File: config.mk
export PLATFORM = sky130hd
export DESIGN_NAME = aes_enc_arbiter
export DESIGN_NICKNAME = d
export VERILOG_FILES = /design/src/rtl/aes_arb_pkg.sv /design/src/rtl/aes_rr_arbiter2.sv /design/src/rtl/aes_enc_arbiter.sv
export SDC_FILE = /design/constraint.sdc
export NUM_CORES = 1
export LEC_CHECK = 0
export BUFFER_PORTS_ARGS = -buffer_cell sky130_fd_sc_hd__clkbuf_2
export CAP_MARGIN = 20
export CORE_AREA = 5 5 402 404
export CTS_BUF_LIST = sky130_fd_sc_hd__clkbuf_8
export CTS_CLUSTER_DIAMETER = 30
export CTS_CLUSTER_SIZE = 40
export DETAILED_ROUTE_END_ITERATION = 10
export DIE_AREA = 0 0 407 409
export GPL_ROUTABILITY_DRIVEN = 0
export PLACE_DENSITY = 0.38
export REMOVE_ABC_BUFFERS = 1
export SLEW_MARGIN = 15
export SYNTH_ARGS = -nofsm -noshare
export SYNTH_HDL_FRONTEND = slang
export SYNTH_SLANG_ARGS = --single-unit
File: constraint.sdc
create_clock -name clock -period 2.2 [get_ports clock]
set_input_delay 0.44 -clock clock [delete_from_list [all_inputs] [get_ports clock]]
set_output_delay 0.44 -clock clock [all_outputs]
set_load 0.01 [all_outputs]
File: src/rtl/aes_arb_pkg.sv
// Shared definitions for the AES-128 encryption-core arbiter.
//   arb_state_e : arbiter FSM encoding
//   AES_W       : plaintext / key / ciphertext width
//   REQ_PCPI    : requester ID of the PicoRV32 PCPI path (port 0)
//   REQ_DMA     : requester ID of the bulk/DMA path (port 1)
package aes_arb_pkg;

  localparam int AES_W = 128;

  localparam logic REQ_PCPI = 1'b0;
  localparam logic REQ_DMA  = 1'b1;

  typedef enum logic [1:0] {
    IDLE  = 2'd0,
    ISSUE = 2'd1,
    WAIT  = 2'd2,
    RESP  = 2'd3
  } arb_state_e;

endpackage

File: src/rtl/aes_rr_arbiter2.sv
// Two-way round-robin grant with the pointer updated only when the grant is
// accepted. Reusable for any co-processor shared between two requesters.
// Ports:
//   clock, reset  : rising-edge clock, synchronous active-high reset
//   req[1:0]      : request vector (bit N = requester N)
//   accept        : caller takes the current grant; pointer moves
//   grant_valid   : at least one request is present
//   grant_id      : winning requester (valid with grant_valid)
module aes_rr_arbiter2
  import aes_arb_pkg::*;
(
  input  logic       clock,
  input  logic       reset,
  input  logic [1:0] req,
  input  logic       accept,
  output logic       grant_valid,
  output logic       grant_id
);

  // Last requester served; reset to DMA so that PCPI wins the first tie.
  logic last_q, last_d;

  always_comb begin
    grant_valid = |req;
    grant_id    = REQ_PCPI;
    unique case (req)
      2'b01:   grant_id = REQ_PCPI;
      2'b10:   grant_id = REQ_DMA;
      2'b11:   grant_id = ~last_q;
      default: grant_id = REQ_PCPI;
    endcase

    last_d = last_q;
    if (accept && grant_valid) begin
      last_d = grant_id;
    end
  end

  always_ff @(posedge clock) begin
    if (reset) begin
      last_q <= REQ_DMA;
    end else begin
      last_q <= last_d;
    end
  end

endmodule

File: src/rtl/aes_enc_arbiter.sv
// Shares one AES-128 encryption core between the PCPI requester (port 0) and
// the DMA requester (port 1). Grants round-robin, latches the winner's
// plaintext/key, pulses core_encrypt, waits for a rising core_done and returns
// the ciphertext to the owner. All outputs are registered.
// Ports:
//   clock, reset                   : rising-edge clock, sync active-high reset
//   reqN_valid/_plain/_key/_ack    : requester N job handshake (N = 0, 1)
//   rsp_data, rsp0_valid, rsp1_valid, rsp_err : response to the owner
//   busy                           : grant through response pulse, inclusive
//   core_encrypt/_plain/_key       : start pulse and operands to the core
//   core_done, core_dout           : core completion level and ciphertext
// Optional feature macro: AES_ARB_TIMEOUT_EN -- WAIT watchdog; on expiry the
// owner gets rsp_err=1 with rsp_data=0. Without it rsp_err is tied low.
//
// state | meaning
// IDLE  | no job; grant a pending request
// ISSUE | operands latched, core_encrypt high this cycle
// WAIT  | waiting for a rising edge of core_done
// RESP  | rspN_valid pulse to the owner
module aes_enc_arbiter
  import aes_arb_pkg::*;
#(
  parameter int DATA_W         = AES_W,
  parameter int TIMEOUT_CYCLES = 64
) (
  input  logic              clock,
  input  logic              reset,
  input  logic              req0_valid,
  input  logic [DATA_W-1:0] req0_plain,
  input  logic [DATA_W-1:0] req0_key,
  output logic              req0_ack,
  input  logic              req1_valid,
  input  logic [DATA_W-1:0] req1_plain,
  input  logic [DATA_W-1:0] req1_key,
  output logic              req1_ack,
  output logic [DATA_W-1:0] rsp_data,
  output logic              rsp0_valid,
  output logic              rsp1_valid,
  output logic              rsp_err,
  output logic              busy,
  output logic              core_encrypt,
  output logic [DATA_W-1:0] core_plain,
  output logic [DATA_W-1:0] core_key,
  input  logic              core_done,
  input  logic [DATA_W-1:0] core_dout
);

  if (DATA_W != AES_W) begin : g_bad_data_w
    $error("aes_enc_arbiter: DATA_W is fixed at 128");
  end
  if (TIMEOUT_CYCLES < 1 || TIMEOUT_CYCLES > 65535) begin : g_bad_timeout
    $error("aes_enc_arbiter: TIMEOUT_CYCLES out of range");
  end

  arb_state_e        state_q, state_d;
  logic [DATA_W-1:0] plain_q, plain_d;
  logic [DATA_W-1:0] key_q, key_d;
  logic [DATA_W-1:0] rsp_data_q, rsp_data_d;
  logic              owner_q, owner_d;
  logic              ack0_q, ack0_d;
  logic              ack1_q, ack1_d;
  logic              rsp0_q, rsp0_d;
  logic              rsp1_q, rsp1_d;
  logic              busy_q, busy_d;
  logic              enc_q, enc_d;
  logic              done_prev_q, done_prev_d;
  logic              done_rise;
  logic              grant_valid, grant_id, accept;

`ifdef AES_ARB_TIMEOUT_EN
  localparam int CNT_W = ($clog2(TIMEOUT_CYCLES + 1) > 8) ? $clog2(TIMEOUT_CYCLES + 1) : 8;
  logic [CNT_W-1:0] cnt_q, cnt_d;
  logic             err_q, err_d;
`endif

  aes_rr_arbiter2 u_rr (
    .clock       (clock),
    .reset       (reset),
    .req         ({req1_valid, req0_valid}),
    .accept      (accept),
    .grant_valid (grant_valid),
    .grant_id    (grant_id)
  );

  // A done level held over from the previous job must not complete this one.
  assign done_rise = core_done & ~done_prev_q;

  always_comb begin
    state_d     = state_q;
    plain_d     = plain_q;
    key_d       = key_q;
    rsp_data_d  = rsp_data_q;
    owner_d     = owner_q;
    ack0_d      = 1'b0;
    ack1_d      = 1'b0;
    rsp0_d      = 1'b0;
    rsp1_d      = 1'b0;
    enc_d       = 1'b0;
    busy_d      = busy_q;
    accept      = 1'b0;
    done_prev_d = core_done;
`ifdef AES_ARB_TIMEOUT_EN
    cnt_d       = cnt_q;
    err_d       = 1'b0;
`endif

    unique case (state_q)
      IDLE: begin
        if (grant_valid) begin
          accept  = 1'b1;
          owner_d = grant_id;
          ack0_d  = (grant_id == REQ_PCPI);
          ack1_d  = (grant_id == REQ_DMA);
          plain_d = (grant_id == REQ_DMA) ? req1_plain : req0_plain;
          key_d   = (grant_id == REQ_DMA) ? req1_key : req0_key;
          busy_d  = 1'b1;
          enc_d   = 1'b1;
          state_d = ISSUE;
        end
      end
      ISSUE: begin
`ifdef AES_ARB_TIMEOUT_EN
        cnt_d   = '0;
`endif
        state_d = WAIT;
      end
      WAIT: begin
`ifdef AES_ARB_TIMEOUT_EN
        cnt_d = cnt_q + 1'b1;
`endif
        if (done_rise) begin
          rsp_data_d = core_dout;
          rsp0_d     = (owner_q == REQ_PCPI);
          rsp1_d     = (owner_q == REQ_DMA);
          state_d    = RESP;
        end
`ifdef AES_ARB_TIMEOUT_EN
        // cnt_d is the number of WAIT cycles including this one.
        else if (cnt_d == CNT_W'(TIMEOUT_CYCLES)) begin
          rsp_data_d = '0;
          err_d      = 1'b1;
          rsp0_d     = (owner_q == REQ_PCPI);
          rsp1_d     = (owner_q == REQ_DMA);
          state_d    = RESP;
        end
`endif
      end
      RESP: begin
        busy_d  = 1'b0;
        state_d = IDLE;
      end
      default: state_d = IDLE;
    endcase
  end

  always_ff @(posedge clock) begin
    if (reset) begin
      state_q     <= IDLE;
      plain_q     <= '0;
      key_q       <= '0;
      rsp_data_q  <= '0;
      owner_q     <= REQ_PCPI;
      ack0_q      <= 1'b0;
      ack1_q      <= 1'b0;
      rsp0_q      <= 1'b0;
      rsp1_q      <= 1'b0;
      busy_q      <= 1'b0;
      enc_q       <= 1'b0;
      done_prev_q <= 1'b0;
`ifdef AES_ARB_TIMEOUT_EN
      cnt_q       <= '0;
      err_q       <= 1'b0;
`endif
    end else begin
      state_q     <= state_d;
      plain_q     <= plain_d;
      key_q       <= key_d;
      rsp_data_q  <= rsp_data_d;
      owner_q     <= owner_d;
      ack0_q      <= ack0_d;
      ack1_q      <= ack1_d;
      rsp0_q      <= rsp0_d;
      rsp1_q      <= rsp1_d;
      busy_q      <= busy_d;
      enc_q       <= enc_d;
      done_prev_q <= done_prev_d;
`ifdef AES_ARB_TIMEOUT_EN
      cnt_q       <= cnt_d;
      err_q       <= err_d;
`endif
    end
  end

  assign req0_ack     = ack0_q;
  assign req1_ack     = ack1_q;
  assign rsp_data     = rsp_data_q;
  assign rsp0_valid   = rsp0_q;
  assign rsp1_valid   = rsp1_q;
  assign busy         = busy_q;
  assign core_encrypt = enc_q;
  assign core_plain   = plain_q;
  assign core_key     = key_q;
`ifdef AES_ARB_TIMEOUT_EN
  assign rsp_err      = err_q;
`else
  assign rsp_err      = 1'b0;
`endif

endmodule
; Yosys cells after proc, flatten, opt, wreduce, memory -nomap -nowiden
; Index checks and enable logic that the tools add are counted.
[totals]
register_bits = 395
inputBits = 645
out_inout_bits = 391
[classes]
eq_ne = 7
n_mux = 10
n_bitwise = 9
reduce_logical = 10
[ops]
columns = operator, n
row1 = $mux 128, 2
row2 = $eq 2x2->1 const B, 4
row3 = $not 1->1, 8
row4 = $pmux 2 s4, 1
row5 = $reduce_and 2->1, 4
row6 = $reduce_or 3->1, 2
row7 = $mux 2, 2
row8 = $ne 2x2->1 const B, 2
row9 = $pmux 1 s2, 2
row10 = $mux 1, 3
row11 = $eq 2x1->1 const B, 1
row12 = $logic_not 2->1, 1
row13 = $reduce_bool 2->1, 1
row14 = $reduce_or 2->1, 1
row15 = $and 1x1->1, 1
row16 = $logic_and 1x1->1, 1

; Longest topological paths before layout
; Gate-level depths: netlist (run 1).
[depth]
depth_word = 4
depth_mapped = 8
ltp_nobuf = 5

; Cells and area by module
; Synthesis (run 1) repeated with hierarchy kept, for this count alone.
[unflattened]
hier_cells = 1457
hier_area_um2 = 14042.2
[modules_own_cells]
columns = mod, n_inst, cells_per_inst, area_each_um2
row1 = aes_enc_arbiter, 1, 1451, 13985.9
row2 = aes_rr_arbiter2, 1, 6, 56.3

; Worst setup path before layout (run 1)
; Ideal clock, no wire load.
[synth_path]
kind = reg-to-reg
from = register state_q[0]
to = register rsp_data_q[120], in the netlist rsp_data[120]
setup_time_ps = 70
arrival_ps = 1496
path_slack_ps = 634
path_stages_with_launch = 8
path_buffers = 2
path_cell_list = dfxtp_1 -> inv_1 -> ha_1 -> and3b_1 -> clkbuf_1 -> clkbuf_1 -> nand2_1 -> a21oi_1
[synth_between]
elab_chain_cells = 2
[synth_rtl]
columns = item, line_no
row1 = from (decl), aes_enc_arbiter.sv:55  ; arb_state_e state_q, state_d;
row2 = from (signal assigned), aes_enc_arbiter.sv:175  ; state_q <= state_d;
row3 = $eq 2x2->1, aes_enc_arbiter.sv:107  ; unique case (state_q)
row4 = $reduce_and 2->1 (no source line), n/a
row5 = to (signal assigned), aes_enc_arbiter.sv:178  ; rsp_data_q <= rsp_data_d;
row6 = to (decl), aes_enc_arbiter.sv:58  ; logic [DATA_W-1:0] rsp_data_q, rsp_data_d;
; Every way passes these cells.
; A chain may end at the register's enable or synchronous reset.

; Worst setup path in the final report (run 1)
[layout_path]
from = register u_rr.last_q
to = register key_q[115], in the netlist core_key[115]
[layout_between]
elab_chain_cells = 3
[layout_rtl]
columns = item, line_no
row1 = from (decl), aes_rr_arbiter2.sv:21  ; logic last_q, last_d;
row2 = from (signal assigned), aes_rr_arbiter2.sv:43  ; last_q <= last_d;
row3 = $not 1->1, aes_rr_arbiter2.sv:29  ; 2'b11: grant_id = ~last_q;
row4 = $pmux 1 s2, aes_rr_arbiter2.sv:26  ; unique case (req)
row5 = $mux 128, aes_enc_arbiter.sv:115  ; key_d = (grant_id == REQ_DMA) ? req1_key : req0_key;
row6 = to (signal assigned), aes_enc_arbiter.sv:177  ; key_q <= key_d;
row7 = to (decl), aes_enc_arbiter.sv:57  ; logic [DATA_W-1:0] key_q, key_d;
; Every way passes these cells.

==> metrics.txt, run 1 <==
# TYPE chip_impl_metric gauge
chip_impl_metric{name="synth.cell_area",unit="sq um"} 15700
chip_impl_info{name="netlist_top_cells_area",value="dfxtp_1 (50%), a211oi_1 (12%), a21oi_1 (12%)"} 1
chip_impl_info{name="cts_tree",value="yes"} 1
chip_impl_metric{name="timing.final.max_slew_violations",unit=""} 0
chip_impl_metric{name="grtUsageTotal",unit=""} 0.150
chip_impl_metric{name="yosysWarnings",unit=""} 0
chip_impl_metric{name="fin_ws",unit="ns"} 0.148
chip_impl_metric{name="floorplan_die_area",unit="sq um"} 166000
chip_impl_info{name="clock_tree.root_cell",value="clkbuf_8"} 1
chip_impl_info{name="status",value="finished clean"} 1
chip_impl_metric{name="detail_route.drc_violations",unit=""} 0
chip_impl_metric{name="detailed_place.area",unit="sq um"} 24000
chip_impl_metric{name="cts_setup_buffers",unit=""} 0
chip_impl_info{name="criticalPathCategory",value="reg2reg"} 1
chip_impl_metric{name="htree_levels",unit=""} 4
chip_impl_metric{name="ctsLongestPathBuffers",unit=""} 3
chip_impl_metric{name="netlist_instances",unit=""} 2026
chip_impl_metric{name="placement.setup.worst_slack",unit="ns"} 0.222
chip_impl_info{name="startpoint",value="u_rr.last_q"} 1
chip_impl_metric{name="wl_per_cell",unit="um"} 21.9
chip_impl_metric{name="slew-limit-headroom",unit=""} 0.661
chip_impl_metric{name="cts_inserted_buffers",unit=""} 133
chip_impl_metric{name="clock-sinks",unit=""} 395
chip_impl_info{name="path_class_of_the_lowest_slack_min_delay_path",value="in2reg"} 1
chip_impl_metric{name="leakage",unit="nW"} 15.0
chip_impl_metric{name="timing.max_cap.violations",unit=""} 0
chip_impl_metric{name="final_cells",unit=""} 5955
chip_impl_metric{name="overflow",unit=""} 0
chip_impl_metric{name="grt_antenna_before_repair",unit=""} 57
chip_impl_metric{name="timing.final.crit_period",unit="ns"} 2.05
chip_impl_metric{name="synth.distinct_cells",unit=""} 28
chip_impl_metric{name="synth_seq_area_share",unit=""} 0.503
chip_impl_metric{name="dp.cells",unit=""} 5067
chip_impl_info{name="critical_path.startpoint_type",value="flop"} 1
chip_impl_info{name="setup.worst_path.end_class",value="flop"} 1
chip_impl_metric{name="dieHeight",unit="um"} 409
chip_impl_metric{name="post-synth-top-area-fraction",unit=""} 0.503
chip_impl_metric{name="dr_total_vias",unit=""} 22200
chip_impl_metric{name="worst_pin_slew",unit="ns"} 0.509
chip_impl_metric{name="fillerInstances",unit=""} 17600
chip_impl_info{name="final_common_cell",value="clkbuf_2"} 1
chip_impl_metric{name="die_w",unit="um"} 407
chip_impl_info{name="r2r_start",value="u_rr.last_q"} 1
chip_impl_metric{name="drt-initial-drc-count",unit=""} 1193
chip_impl_metric{name="final_nets",unit=""} 4412
chip_impl_metric{name="register_area",unit="sq um"} 7910
chip_impl_metric{name="clk-insertion-delay-late",unit="ns"} 0.81
chip_impl_info{name="worstHoldStart",value="req1_key[78]"} 1
chip_impl_metric{name="cts.reportedPaths.clkPinSlew",unit="ns"} 0.05
chip_impl_metric{name="critPathMaxFanout",unit=""} 42
chip_impl_metric{name="yosys_reg_bits",unit=""} 395
chip_impl_metric{name="final_core_util",unit=""} 0.211
chip_impl_metric{name="dpl_wire_length",unit="mm"} 105
chip_impl_info{name="grt_setup_unrepaired",value="no"} 1
chip_impl_metric{name="rows",unit=""} 146
chip_impl_metric{name="synthesis.area_per_instance",unit="sq um"} 7.76
chip_impl_metric{name="power_density",unit="nW/um^2"} 1090
chip_impl_metric{name="drt-pass1-iter-count",unit=""} 5
chip_impl_metric{name="multiInputGateArea",unit="sq um"} 7010
chip_impl_metric{name="finClkSkew",unit="ns"} 0.0432
chip_impl_metric{name="ir_drop",unit="V"} 0.000462
chip_impl_metric{name="growth_of_design_area_from_synthesis_to_finish",unit="%"} 111
chip_impl_metric{name="crit_required",unit="ns"} 2.93
chip_impl_metric{name="max_freq",unit="GHz"} 0.487
chip_impl_metric{name="core_area",unit="sq um"} 157000
chip_impl_metric{name="avgViaCountPerCell",unit=""} 3.74
chip_impl_metric{name="grt_start_max_net_pins",unit=""} 75
chip_impl_info{name="layout.cells.most_common_list",value="clkbuf_2 (1033), dlygate4sd3_1 (633), nand2_1 (512)"} 1
chip_impl_metric{name="final_antenna_net_count",unit=""} 0
chip_impl_metric{name="port-buffer-count",unit=""} 1034
chip_impl_metric{name="timing_hold_violations_final",unit=""} 0
chip_impl_info{name="post-synth-top-area-cell",value="dfxtp_1"} 1
chip_impl_metric{name="finalCritPeriodShare",unit=""} 0.933
chip_impl_metric{name="drt-total-wl",unit="mm"} 130
chip_impl_metric{name="cp.arrival",unit="ns"} 2.78
chip_impl_metric{name="finish.instance_area",unit="sq um"} 33200
chip_impl_metric{name="layout-drive-gt1-share",unit=""} 0.356
chip_impl_metric{name="pin_count",unit=""} 1036
chip_impl_metric{name="timing.hold.ws",unit="ns"} 0.142
chip_impl_metric{name="initial_cell_density_of_the_core",unit=""} 0.0999
chip_impl_metric{name="grt_first_pass_wirelength",unit="mm"} 178
chip_impl_metric{name="final-setup-viol-count",unit=""} 0
chip_impl_metric{name="grt_pass1_vias",unit=""} 23200
[report_power, final]
part           switching (mW)  internal [mW]  total (mW)
sequential               1.35           9.19        10.5
clock                    4.64           7.42        12.1
combinational            8.17           5.43        13.6
[per-layer routing]
layer / global-route usage / wire (um)
met5: 0 / 194
met1: 0.181 / 54800
met4: 0.0541 / 4350
met3: 0.0451 / 9460
met2: 0.252 / 61500
[per-stage QoR]
| stage | power, mW | TNS (ns) |
|---|---|---|
| after CTS | 36.8 | 0 |
| after detailed placement | 23.3 | 0 |
| after floorplan | 14.5 | -1207.04 |
| after global placement | 23.3 | 0 |
| final | 36.2 | 0 |
| after global routing | 38.5 | 0 |
[final cells by class]
class	count	share of cell area
tap	2072	0.0781
inverter	3	0.000339
clock buffer	167	0.0692
sequential	395	0.238
clock inverter	70	0.0153
antenna	18	0.00136
timing repair buffer	1790	0.387
multi-input combinational	1440	0.211
[repair_timing]
action,4_1_cts,5_1_grt
endpoints found under the hold margin,385,0
resized for setup,0,2
setup endpoints to repair,0,5
hold buffers,633,0
[worst max-delay path: stages (launching register included)]
cell and delay [ns]:
dfxtp_1 0.36, a21boi_4 0.22, buf_12 0.26, buf_4 0.23
a21oi_1 0.08, a211oi_1 0.22, dlygate4sd3_1 0.57
[kinds of logic (layout without fill, tap and decap cells)]
| kind of cell | Yosys count | after routing | share of synthesized area |
|---|---|---|---|
| other | 1 | 19 | 0.000238 |
| muxes | 1 | 1 | 0.000636 |
| AOI/OAI and AO/OA | 650 | 650 | 0.249 |
| adders and majority gates | 4 | 4 | 0.00318 |
| DFF | 395 | 395 | 0.503 |
| and+or+nand+nor | 784 | 784 | 0.189 |
| buffers and inverters | 191 | 2030 | 0.0546 |
[flip-flops by register name, indices dropped and copies added (netlist names)]
| signal | flops |
|---|---|
| req0_ack | 1 |
| u_rr.last_q | 1 |
| core_key | 128 |
| core_encrypt | 1 |
| state_q | 2 |
| owner_q | 1 |
| done_prev_q | 1 |
| rsp0_valid | 1 |
| rsp1_valid | 1 |
| req1_ack | 1 |
| core_plain | 128 |
| rsp_data | 128 |
| busy | 1 |
[path summary, 6_finish.rpt]
path              slack (ns)             to  cells after the start
hold reg to reg         0.45   rsp_data[24]                      2
hold / removal          0.14   core_key[78]                      4
setup / recovery        0.15  core_key[115]                      6
setup reg to reg        0.15  core_key[115]                      6
[synth_stat cells]
cell type,number
nand2_1,512
dfxtp_1,395
a21oi_1,385
nor2_1,259
a211oi_1,257
buf_2,98
clkbuf_1,82
buf_4,5
ha_1,4
nor3_1,4
buf_1,3
inv_1,3
nand2b_1,3
nor3b_1,2
a21bo_2,1
a21boi_2,1
a21o_1,1
a22oi_1,1
a31oi_1,1
and3b_1,1
conb_1,1
mux2i_1,1
nand3b_1,1
nor2b_1,1
o21a_1,1
o21ai_2,1
o22ai_1,1
or2_2,1
No activity file was read; power rests on OpenSTA's default activity.
==> inputs of run 2 (changes only) <==
--- a/config.mk
+++ b/config.mk
@@ -7,12 +7,12 @@
 export LEC_CHECK = 0
 export BUFFER_PORTS_ARGS = -buffer_cell sky130_fd_sc_hd__clkbuf_2
 export CAP_MARGIN = 20
-export CORE_AREA = 5 5 402 404
+export CORE_AREA = 2 2 399 401
 export CTS_BUF_LIST = sky130_fd_sc_hd__clkbuf_8
 export CTS_CLUSTER_DIAMETER = 30
 export CTS_CLUSTER_SIZE = 40
 export DETAILED_ROUTE_END_ITERATION = 10
-export DIE_AREA = 0 0 407 409
+export DIE_AREA = 0 0 401 403
 export GPL_ROUTABILITY_DRIVEN = 0
 export PLACE_DENSITY = 0.38
 export REMOVE_ABC_BUFFERS = 1
==> metrics.txt, run 2 (synthesized netlist as in run 1, its figures left out) <==
# TYPE chip_impl_metric gauge
chip_impl_info{name="status",value="finished clean"} 1
chip_impl_metric{name="timing.hold.ws",unit="ns"} 0.131
chip_impl_metric{name="critPathMaxFanout",unit=""} 15
chip_impl_info{name="path_class_of_the_lowest_slack_min_delay_path",value="in2reg"} 1
chip_impl_info{name="layout.cells.most_common_list",value="clkbuf_2 (1033), dlygate4sd3_1 (628), nand2_1 (512)"} 1
chip_impl_metric{name="htree_levels",unit=""} 4
chip_impl_metric{name="met3_usage",unit=""} 0.0571
chip_impl_metric{name="pin_count",unit=""} 1036
chip_impl_metric{name="final_antenna_net_count",unit=""} 0
chip_impl_info{name="final_common_cell",value="clkbuf_2"} 1
chip_impl_info{name="r2r_start",value="state_q[0]"} 1
chip_impl_info{name="criticalPathCategory",value="reg2reg"} 1
chip_impl_metric{name="clock-sinks",unit=""} 395
chip_impl_metric{name="growth_of_design_area_from_synthesis_to_finish",unit="%"} 113
chip_impl_metric{name="timing_hold_violations_final",unit=""} 0
chip_impl_metric{name="max_freq",unit="GHz"} 0.477
chip_impl_metric{name="timing.final.max_slew_violations",unit=""} 0
chip_impl_metric{name="core_area",unit="sq um"} 157000
chip_impl_metric{name="global_route.usage.met2",unit=""} 0.252
chip_impl_metric{name="timing.critical_path.buf_inv",unit=""} 3
chip_impl_metric{name="grt_pass1_vias",unit=""} 22500
chip_impl_metric{name="dr_total_vias",unit=""} 22200
chip_impl_info{name="clock_tree.root_cell",value="clkbuf_8"} 1
chip_impl_metric{name="crit_required",unit="ns"} 2.95
chip_impl_metric{name="ctsLongestPathBuffers",unit=""} 3
chip_impl_info{name="category_of_cells_accounting_for_the_largest_share_of_critical_path_delay",value="buffers and inverters"} 1
chip_impl_metric{name="dieHeight",unit="um"} 403
chip_impl_metric{name="grt_first_pass_wirelength",unit="mm"} 175
chip_impl_metric{name="wl_per_cell",unit="um"} 21.7
chip_impl_metric{name="dpl_wire_length",unit="mm"} 105
chip_impl_metric{name="overflow",unit=""} 0
chip_impl_metric{name="avgViaCountPerCell",unit=""} 3.71
chip_impl_info{name="startpoint",value="state_q[0]"} 1
chip_impl_metric{name="ir_drop",unit="V"} 0.000545
chip_impl_metric{name="timing.setup.tns",unit="ns"} 0
chip_impl_metric{name="port-buffer-count",unit=""} 1034
chip_impl_metric{name="layout-drive-gt1-share",unit=""} 0.362
chip_impl_metric{name="rows",unit=""} 146
chip_impl_metric{name="cts.reportedPaths.clkPinSlew",unit="ns"} 0.05
chip_impl_metric{name="drt-initial-drc-count",unit=""} 1273
chip_impl_metric{name="finClkSkew",unit="ns"} 0.0272
chip_impl_metric{name="fillerInstances",unit=""} 17700
chip_impl_metric{name="initial_cell_density_of_the_core",unit=""} 0.0999
chip_impl_info{name="cts_tree",value="yes"} 1
chip_impl_info{name="critical_path.startpoint_type",value="flop"} 1
chip_impl_metric{name="grt_antenna_before_repair",unit=""} 61
chip_impl_info{name="setup.worst_path.end_class",value="flop"} 1
chip_impl_metric{name="leakage",unit="nW"} 15.2
chip_impl_metric{name="detail_route.drc_violations",unit=""} 0
chip_impl_metric{name="grtUsageTotal",unit=""} 0.154
chip_impl_metric{name="register_area",unit="sq um"} 7910
chip_impl_metric{name="drt-pass1-iter-count",unit=""} 5
chip_impl_metric{name="worst_pin_slew",unit="ns"} 0.575
chip_impl_info{name="globalRoute.busiestLayer",value="met2"} 1
chip_impl_metric{name="die_w",unit="um"} 401
chip_impl_metric{name="cts_inserted_buffers",unit=""} 140
chip_impl_metric{name="floorplan_die_area",unit="sq um"} 162000
chip_impl_metric{name="finalCritPeriodShare",unit=""} 0.953
chip_impl_info{name="worstPathCellList",value="inv_1 -> ha_1 -> and3b_4 -> buf_6 -> nand2_1 -> a21oi_1 -> dlygate4sd3_1"} 1
chip_impl_metric{name="cp.arrival",unit="ns"} 2.85
chip_impl_metric{name="placement.setup.worst_slack",unit="ns"} 0.194
chip_impl_metric{name="grt_start_max_net_pins",unit=""} 60
chip_impl_metric{name="timing.max_cap.violations",unit=""} 0
chip_impl_metric{name="timing.final.crit_period",unit="ns"} 2.10
chip_impl_info{name="grt_setup_unrepaired",value="no"} 1
chip_impl_info{name="worstHoldStart",value="req1_key[43]"} 1
chip_impl_metric{name="cp_slowest_stage_delay",unit="ns"} 0.56
chip_impl_metric{name="drt-total-wl",unit="mm"} 130
chip_impl_metric{name="fin_ws",unit="ns"} 0.103
chip_impl_metric{name="multiInputGateArea",unit="sq um"} 7010
chip_impl_metric{name="power_density",unit="nW/um^2"} 1120
chip_impl_metric{name="met1_usage",unit=""} 0.180
chip_impl_metric{name="final-setup-viol-count",unit=""} 0
chip_impl_metric{name="slew-limit-headroom",unit=""} 0.616
chip_impl_info{name="cpMaxStageDelayCell",value="dlygate4sd3_1"} 1
chip_impl_metric{name="cts_setup_buffers",unit=""} 0
chip_impl_metric{name="clk-insertion-delay-late",unit="ns"} 0.80
chip_impl_metric{name="final_nets",unit=""} 4428
==> run 2: layout make-up <==
cell class | count | share of cell area
Timing Repair Buffer | 1799 | 0.385
Multi-Input combinational cell | 1440 | 0.209
Sequential cell | 395 | 0.236
Clock buffer | 164 | 0.0674
Inverter | 3 | 0.000336
Antenna cell | 22 | 0.00164
Tap cell | 2072 | 0.0774
Clock inverter | 93 | 0.0224
==> run 2: worst paths after layout <==
path             endpoint  slack (ns)  cells after the start
max          rsp_data[84]        0.10                      7
max reg2reg  rsp_data[84]        0.10                      7
min reg2reg  rsp_data[95]        0.45                      2
min          core_key[43]        0.13                      4
==> run 2: report_power, final <==
part / internal (mW) / leakage (nW) / switching [mW]
Sequential: 9.18 / 3.25 / 1.30
Clock: 7.90 / 1.67 / 5.00
Combinational: 5.52 / 10.3 / 8.45
==> run 2: worst reg2reg max path, delay by kind of cell (launching register included) <==
family	cells	cell delay [ns]
buf+inv	3	0.95
simple gates	2	0.41
fa+ha+maj	1	0.27
compound gates	1	0.11
flops	1	0.31
==> run 2: stage by stage <==
stage	cells	total power, mW	util	cell area, sq um
final	5988	37.3	0.213	33500
after global routing	5980	39.7	0.213	33500
after CTS	5965	38.0	0.212	33400
after detailed placement	5080	23.6	0.153	24100
after global placement	5080	23.5	0.153	24100
after floorplan	1838	14.5	-	14900
==> run 2: repair_timing <==
| action | CTS | global route |
|---|---|---|
| endpoints found under the hold margin | 388 | 0 |
| endpoints found under the setup margin | 0 | 3 |
| gates resized for setup | 0 | 3 |
| hold buffers | 628 | 0 |
==> run 2: per-layer routing <==
| layer | vias to the layer above | routed length, um |
|---|---|---|
| li1 | 10500 | - |
| met1 | 10400 | 52900 |
| met2 | 1012 | 60800 |
| met3 | 281 | 11200 |
| met4 | 18 | 5120 |
| met5 | - | 117 |
